===== config.mk =====
export PLATFORM = sky130hd
export DESIGN_NAME = ifetch_prefetch_queue
export DESIGN_NICKNAME = d
export VERILOG_FILES = /design/src/rtl/ifetch_prefetch_queue.sv
export SDC_FILE = /design/constraint.sdc
export NUM_CORES = 1
export LEC_CHECK = 0
export ABC_AREA = 1
export CAP_MARGIN = 5
export CORE_MARGIN = 3
export CORE_UTILIZATION = 60
export CTS_CLUSTER_SIZE = 20
export DETAILED_ROUTE_END_ITERATION = 16
export PLACE_DENSITY = 0.89
export SLEW_MARGIN = 40
export SYNTH_ARGS = -nofsm -noshare
export SYNTH_HDL_FRONTEND = slang
export SYNTH_SLANG_ARGS = --single-unit

===== constraint.sdc =====
create_clock -name clk -period 7.2 [get_ports clk]
set_input_delay 0.72 -clock clk [delete_from_list [all_inputs] [get_ports clk]]
set_output_delay 0.72 -clock clk [all_outputs]
set_load 0.01 [all_outputs]

===== src/rtl/ifetch_prefetch_queue.sv =====
// ifetch_prefetch_queue: sequential 16-bit instruction prefetcher with credit-limited in-flight reads,
// a PC-tagged FIFO toward rf_read, and redirect flush that drops stale in-flight responses.
module ifetch_prefetch_queue #(
    parameter int          DEPTH    = 4,
    parameter logic [15:0] RESET_PC = 16'h0
) (
    input  logic        clk,
    input  logic        reset,
    output logic [15:0] o_mem_addr,
    output logic        o_mem_rd,
    input  logic        i_mem_waitrequest,
    input  logic [15:0] i_mem_rddata,
    input  logic        i_mem_rddatavalid,
    input  logic        i_redirect,
    input  logic [15:0] i_redirect_pc,
    output logic        o_valid,
    output logic [15:0] o_instr,
    output logic [15:0] o_instr_pc,
    input  logic        i_ready
);
    localparam int AW = (DEPTH > 1) ? $clog2(DEPTH) : 1;
    localparam int CW = $clog2(DEPTH + 1);
    localparam logic [CW:0] DEPTH_C = (CW+1)'(DEPTH);
    typedef enum logic {RUN, STALL} state_t;
    state_t state_q, state_d;
    logic [31:0] mem_q [DEPTH];
    logic [AW-1:0] rd_q, wr_q;
    logic [CW-1:0] count_q, count_d, out_q, out_d, drop_q, drop_d;
    logic [15:0] fetch_q, fetch_d, resp_q, resp_d, pend_pc_q, pend_pc_d;
    logic pend_q, pend_d, acc, dropping, push, pop;
    logic [CW:0] used;
    assign used = {1'b0, count_q} + {1'b0, out_q};
    assign o_mem_addr = fetch_q;
    assign o_valid = count_q != '0;
    assign o_instr = mem_q[rd_q][15:0];
    assign o_instr_pc = mem_q[rd_q][31:16];
    always_comb begin
        fetch_d = fetch_q;
        pend_d = pend_q;
        pend_pc_d = pend_pc_q;
        o_mem_rd = !reset && (state_q == STALL || (used < DEPTH_C && !i_redirect));
        acc = o_mem_rd && !i_mem_waitrequest;
        dropping = i_mem_rddatavalid && drop_q != '0;
        push = i_mem_rddatavalid && !dropping && !i_redirect;
        pop = o_valid && i_ready && !i_redirect;
        out_d = out_q + CW'(acc) - CW'(i_mem_rddatavalid);
        // every read still in flight after a redirect belongs to the old path
        drop_d = i_redirect ? out_d : drop_q - CW'(dropping) + CW'(acc && pend_q);
        count_d = i_redirect ? '0 : count_q + CW'(push) - CW'(pop);
        resp_d = i_redirect ? i_redirect_pc : (push ? resp_q + 16'd2 : resp_q);
        state_d = (o_mem_rd && i_mem_waitrequest) ? STALL : RUN;
        if (acc) begin
            fetch_d = i_redirect ? i_redirect_pc : (pend_q ? pend_pc_q : fetch_q + 16'd2);
            pend_d = 1'b0;
        end else if (i_redirect) begin
            if (state_q == STALL) begin
                pend_d = 1'b1;
                pend_pc_d = i_redirect_pc;
            end else begin
                fetch_d = i_redirect_pc;
            end
        end
    end
    always_ff @(posedge clk) begin
        if (reset) begin
            state_q <= RUN;
            for (int i = 0; i < DEPTH; i++) mem_q[i] <= '0;
            rd_q <= '0;
            wr_q <= '0;
            count_q <= '0;
            out_q <= '0;
            drop_q <= '0;
            fetch_q <= RESET_PC;
            resp_q <= RESET_PC;
            pend_q <= 1'b0;
            pend_pc_q <= RESET_PC;
        end else begin
            state_q <= state_d;
            if (push) mem_q[wr_q] <= {resp_q, i_mem_rddata};
            rd_q <= i_redirect ? '0 : rd_q + AW'(pop);
            wr_q <= i_redirect ? '0 : wr_q + AW'(push);
            count_q <= count_d;
            out_q <= out_d;
            drop_q <= drop_d;
            fetch_q <= fetch_d;
            resp_q <= resp_d;
            pend_q <= pend_d;
            pend_pc_q <= pend_pc_d;
        end
    end
    always_ff @(posedge clk) begin
        if (!reset) assert (used <= DEPTH_C);
    end
endmodule


# After elaboration in Yosys (flattened, before gate mapping)
# Memories as Yosys holds them, arrays and structs flattened. A register that Yosys moved wholly into a read port is not among the register bits.
# Cells that the tools add are included.
[totals]
out_inout_bits = 50
n_memories = 1
in_bits = 38
regBits = 63
ramBits = 128
[mem_list]
columns = ["memory", "depth", "width", "rd", "rd_clocked_by_memory_dff", "write_ports", "line_no", "source"]
rows = [
  ["mem_q", 4, 32, 1, 1, 4, "26", "logic [31:0] mem_q [DEPTH];"],
]
[classes]
n_eq_ne = 1
addsub = 11
n_bitwise = 1
n_lt_le_gt_ge = 1
muxes = 18
n_reduce_logical = 25
[ops]
columns = ["cell", "count"]
rows = [
  ["$mux 16", 7],
  ["$add 16x2->16 const B", 2],
  ["$mux 32", 1],
  ["$reduce_or 32->1", 1],
  ["$logic_and 1x1->1", 10],
  ["$add 3x1->3", 3],
  ["$sub 3x1->3", 3],
  ["$mux 1", 7],
  ["$reduce_bool 3->1", 2],
  ["$add 2x1->2", 2],
  ["$add 3x3->4", 1],
  ["$logic_not 1->1", 4],
  ["$lt 4x3->1 const B", 1],
  ["$mux 2", 2],
  ["$reduce_and 2->1", 2],
  ["$reduce_bool 2->1", 2],
  ["$reduce_or 2->1", 2],
  ["$mux 3", 1],
  ["$reduce_and 3->1", 1],
  ["$ne 2x1->1 const B", 1],
  ["$logic_or 1x1->1", 1],
  ["$not 1->1", 1],
]

# Logic depth before layout (Yosys ltp)
[logic_depth]
depth_word = 10
ltp_mapped = 15
ltp_nobuf = 15

# Least setup slack after synthesis
# No wires, ideal clock.
[synth_timing]
path_type = "input-to-reg"
start = "input reset"
end = "memory mem_q[1][0] (enable)"
slack_ns = 3.014
n_path_buf = 2
arrival_time_ns = 3.721
cell_stages = 7
t_required_ns = 6.734
setup_time_ns = 0.466
path_cell_list = "buf_6 > nor2_4 > inv_2 > nor2_8 > inv_4 > buf_6 > o21ai_0"
[synth_lines]
columns = ["element", "line_no", "source"]
rows = [
  ["from (decl)", "8", "input logic reset,"],
  ["to (decl)", "26", ""],
]

==> impl_metrics.tcl <==
set metrics [dict create \
    whs_ps 448 \
    p_leak_nw 4.12 \
    yosysTopAreaCellShare 0.422 \
    synthSimpleGateAreaFrac 0.213 \
    r2r_cells 6 \
    synth-xor-area-share 0.00866 \
    hp-start "pend_pc_q[13]$_SDFFE_PP0P_" \
    fp.coreArea_sq_um 14700 \
    reg2reg_to "mem_q[3][27]$_DFFE_PP_" \
    via_per_inst 5.85 \
    hold_buffers 0 \
    maxCapViolCount 0 \
    crit_family "buffers and inverters" \
    final_max_slew_viol_count 0 \
    postCtsSetupBuffers 0 \
    antenna_found_initial 0 \
    hold_path_class "reg2reg" \
    crit_start "rd_q[0]$_SDFF_PP0_" \
    grt_max_degree 69 \
    drtIter0Drc 845 \
    ys_seq_area_frac 0.561 \
    rsz0062_at_grt "no" \
    ys_seq_elements 191 \
    avgRoutedWirePerCell_um 16.8 \
    total_power_mw 2.65 \
    ant_nets 0 \
    worst_ir_drop_vdd_mv 0.206 \
    busiest_layer "met2" \
    synthesis.nets 1065 \
    synth_top_family_by_area "simple AND/OR/NAND/NOR gates" \
    met2_usage 0.438 \
    start_util 0.619 \
    fmax_ghz 0.304 \
    hpwl_um 13500 \
    cts.sinks 191 \
    yosys_warnings 0 \
    antennaDiodeCount 0 \
    drive_gt1_frac 0.0655 \
    grtUsageTotal 0.260 \
    hold_end "pend_pc_q[13]$_SDFFE_PP0P_" \
    setup-violations-final 0 \
    root_buffer "clkbuf_16" \
    synth_edf_count 128 \
    r2r_slack_ps 4390 \
    grt_pass1_vias 7086 \
    die_w_um 129 \
    crit_arrival_ps 2570 \
    synth.distinct_cells 40 \
    synthAdderAreaFrac 0.0231 \
    setup_tns_ps 0 \
    slew_headroom 0.461 \
    cts_buffer_depth 2 \
    firstDrtPassIters 7 \
    ys_async_sr_fraction 0 \
    synth_top_area_cell "edfxtp_1" \
    stdcell_area_sq_um 10600 \
    ctsResizeCount 0 \
    syn_inst 1012 \
    status "finished, final reports clean" \
    synth_compound_area_frac 0.119 \
    hold_viol 0 \
    use_met3 0.0511 \
    start_kind "register" \
    numCtsBuffers 17 \
    grt.overflow.total 0 \
    path_cells "clkinv_1 -> buf_4 -> o21ai_0 -> o22ai_1 -> clkdlybuf4s50_1" \
    power.density_nw_per_um2 250 \
    syn_to_final_growth_pct 16.4 \
    period_minus_slack_ps 3290 \
    crit_path_max_incr_delay_ps 590 \
    place_area_sq_um 9960 \
    layout.nets 1124 \
    die_height_um 129 \
    met1_usage 0.335 \
    grt_pass1_wl_um 34200 \
    cp.required_ps 6480 \
    gp_congestion 0.941 \
    clk_pin_slew_ps 60 \
    synthMuxAreaShare 0 \
    clk_latency_ps 430 \
    fp-row-count 44 \
    skew_ps 12.6 \
    crit_buf_inv 3 \
    worst_slew_pin_slew_ps 809 \
    min_path_cells 2 \
    dr_total_vias 7412 \
    die_area_sq_um 16700 \
    cp_max_fo 48 \
    avgSynthCellArea_sq_um 8.99 \
    wl_um 21300 \
    cts-htree-levels 4 \
    finalCritPeriodShare 0.457 \
    io_pins 88 \
    cp-end-kind "primary output" \
    drc 0 \
    r2r-start "drop_q[1]$_SDFF_PP0_" \
    cts_tree "yes" \
    portBuffers 87 \
    critPathSlowestCell "clkdlybuf4s50_1" \
    synth_area_leaders "edfxtp_1 (42%), dfxtp_1 (14%), nor2_1 (9.0%), o21ai_0 (5.9%), nand2_1 (4.8%)" \
    synth_ff_type "edfxtp_1" \
    syn_area_sq_um 9100 \
    crit_type "reg2out" \
]
[cells in the final DEF, fill, tap and decap left out, types with 2 or more instances in the layout]
cell type,n
nor2_1,219
edfxtp_1,128
nand2_1,117
o21ai_0,106
inv_1,95
clkdlybuf4s50_1,85
dfxtp_1,62
nand3_1,41
a21oi_1,38
o22ai_1,34
nor3_1,29
clkbuf_16,17
ha_1,12
nand4_1,9
buf_4,8
nor3_2,7
a31oi_1,6
nor2_2,5
o31ai_1,5
xor2_1,5
inv_2,4
xnor2_1,4
inv_8,4
bufinv_16,4
nand2_4,3
o22a_1,3
a22oi_1,3
nand3b_1,3
fa_1,3
clkinvlp_4,3
nor2_4,2
nor2_8,2
clkbuf_1,2
buf_2,2
[final cells by class]
class	count	area, sq um
Inverter	101	382
Fill cell	1025	4110
Tap cell	184	230
Timing Repair Buffer	95	921
Clock buffer	19	433
Clock inverter	13	201
Multi-Input combinational cell	665	3320
Sequential cell	191	5110
[cells in the mapped netlist, drive strengths merged, types with 4 or more instances]
master  number
edfxtp     128
o22ai       34
nand3       43
clkbuf      27
a31oi        6
xnor2        4
nor2       228
nor3        36
o31ai        5
a21oi       38
dfxtp       63
nand4       10
inv        100
nand2      121
buf         28
xor2         5
ha          12
o21ai      108
[power by group]
group	total, mW	switching (mW)	internal, mW
Sequential	1.29	0.0465	1.24
Combinational	0.353	0.213	0.140
Clock	1.01	0.416	0.592
Total	2.65	0.676	1.97
[kinds of logic after synthesis]
family | count (synthesis)
xor+xnor | 9
buf+inv | 156
fa+ha+maj | 15
compound gates | 199
simple gates | 442
flops | 191
[per-stage QoR]
step                      cells  utilization  setup WS (ps)
after global placement     1236        0.678           3050
final                      1268        0.720           3910
after global routing       1268        0.720           3750
after CTS                  1268        0.721           3510
after floorplan            1012            -           3010
after detailed placement   1236        0.678           3070
[per-layer routing]
layer	routed length [um]	part of all wire	vias to the layer above
met5	0	0	-
met2	10600	0.50	350
met4	466	0.022	0
li1	-	-	3533
met1	8690	0.41	3482
met3	1490	0.070	47
[sequential cells by signal (all words and copies together) (netlist names), 2 cells and up]
register / cells
wr_q: 2
mem_q: 128
out_q: 3
count_q: 3
resp_q: 16
o_mem_addr: 16
pend_pc_q: 16
drop_q: 3
rd_q: 2
[worst max-delay path by stage]
| stage | endpoint | slack (ps) | cells after the start |
|---|---|---|---|
| 2_1_floorplan | mem_q[1][0]$_SDFFCE_PN0P_ | 3010 | 7 |
| 3_5_place_dp | mem_q[1][18]$_SDFFCE_PN0P_ | 3070 | 7 |
| 3_3_place_gp | mem_q[1][13]$_SDFFCE_PN0P_ | 3050 | 7 |
| 5_1_grt | o_instr_pc[6] | 3750 | 5 |
| 4_1_cts | mem_q[1][15]$_SDFFCE_PN0P_ | 3510 | 7 |
| 6_report | o_instr_pc[6] | 3910 | 5 |
[worst min-delay path, cell delays in order (launching register included)]
cell     delay, ps
dfxtp_1        310
inv_1           50
a21oi_1         50
No activity file was read; power rests on OpenSTA's default activity.
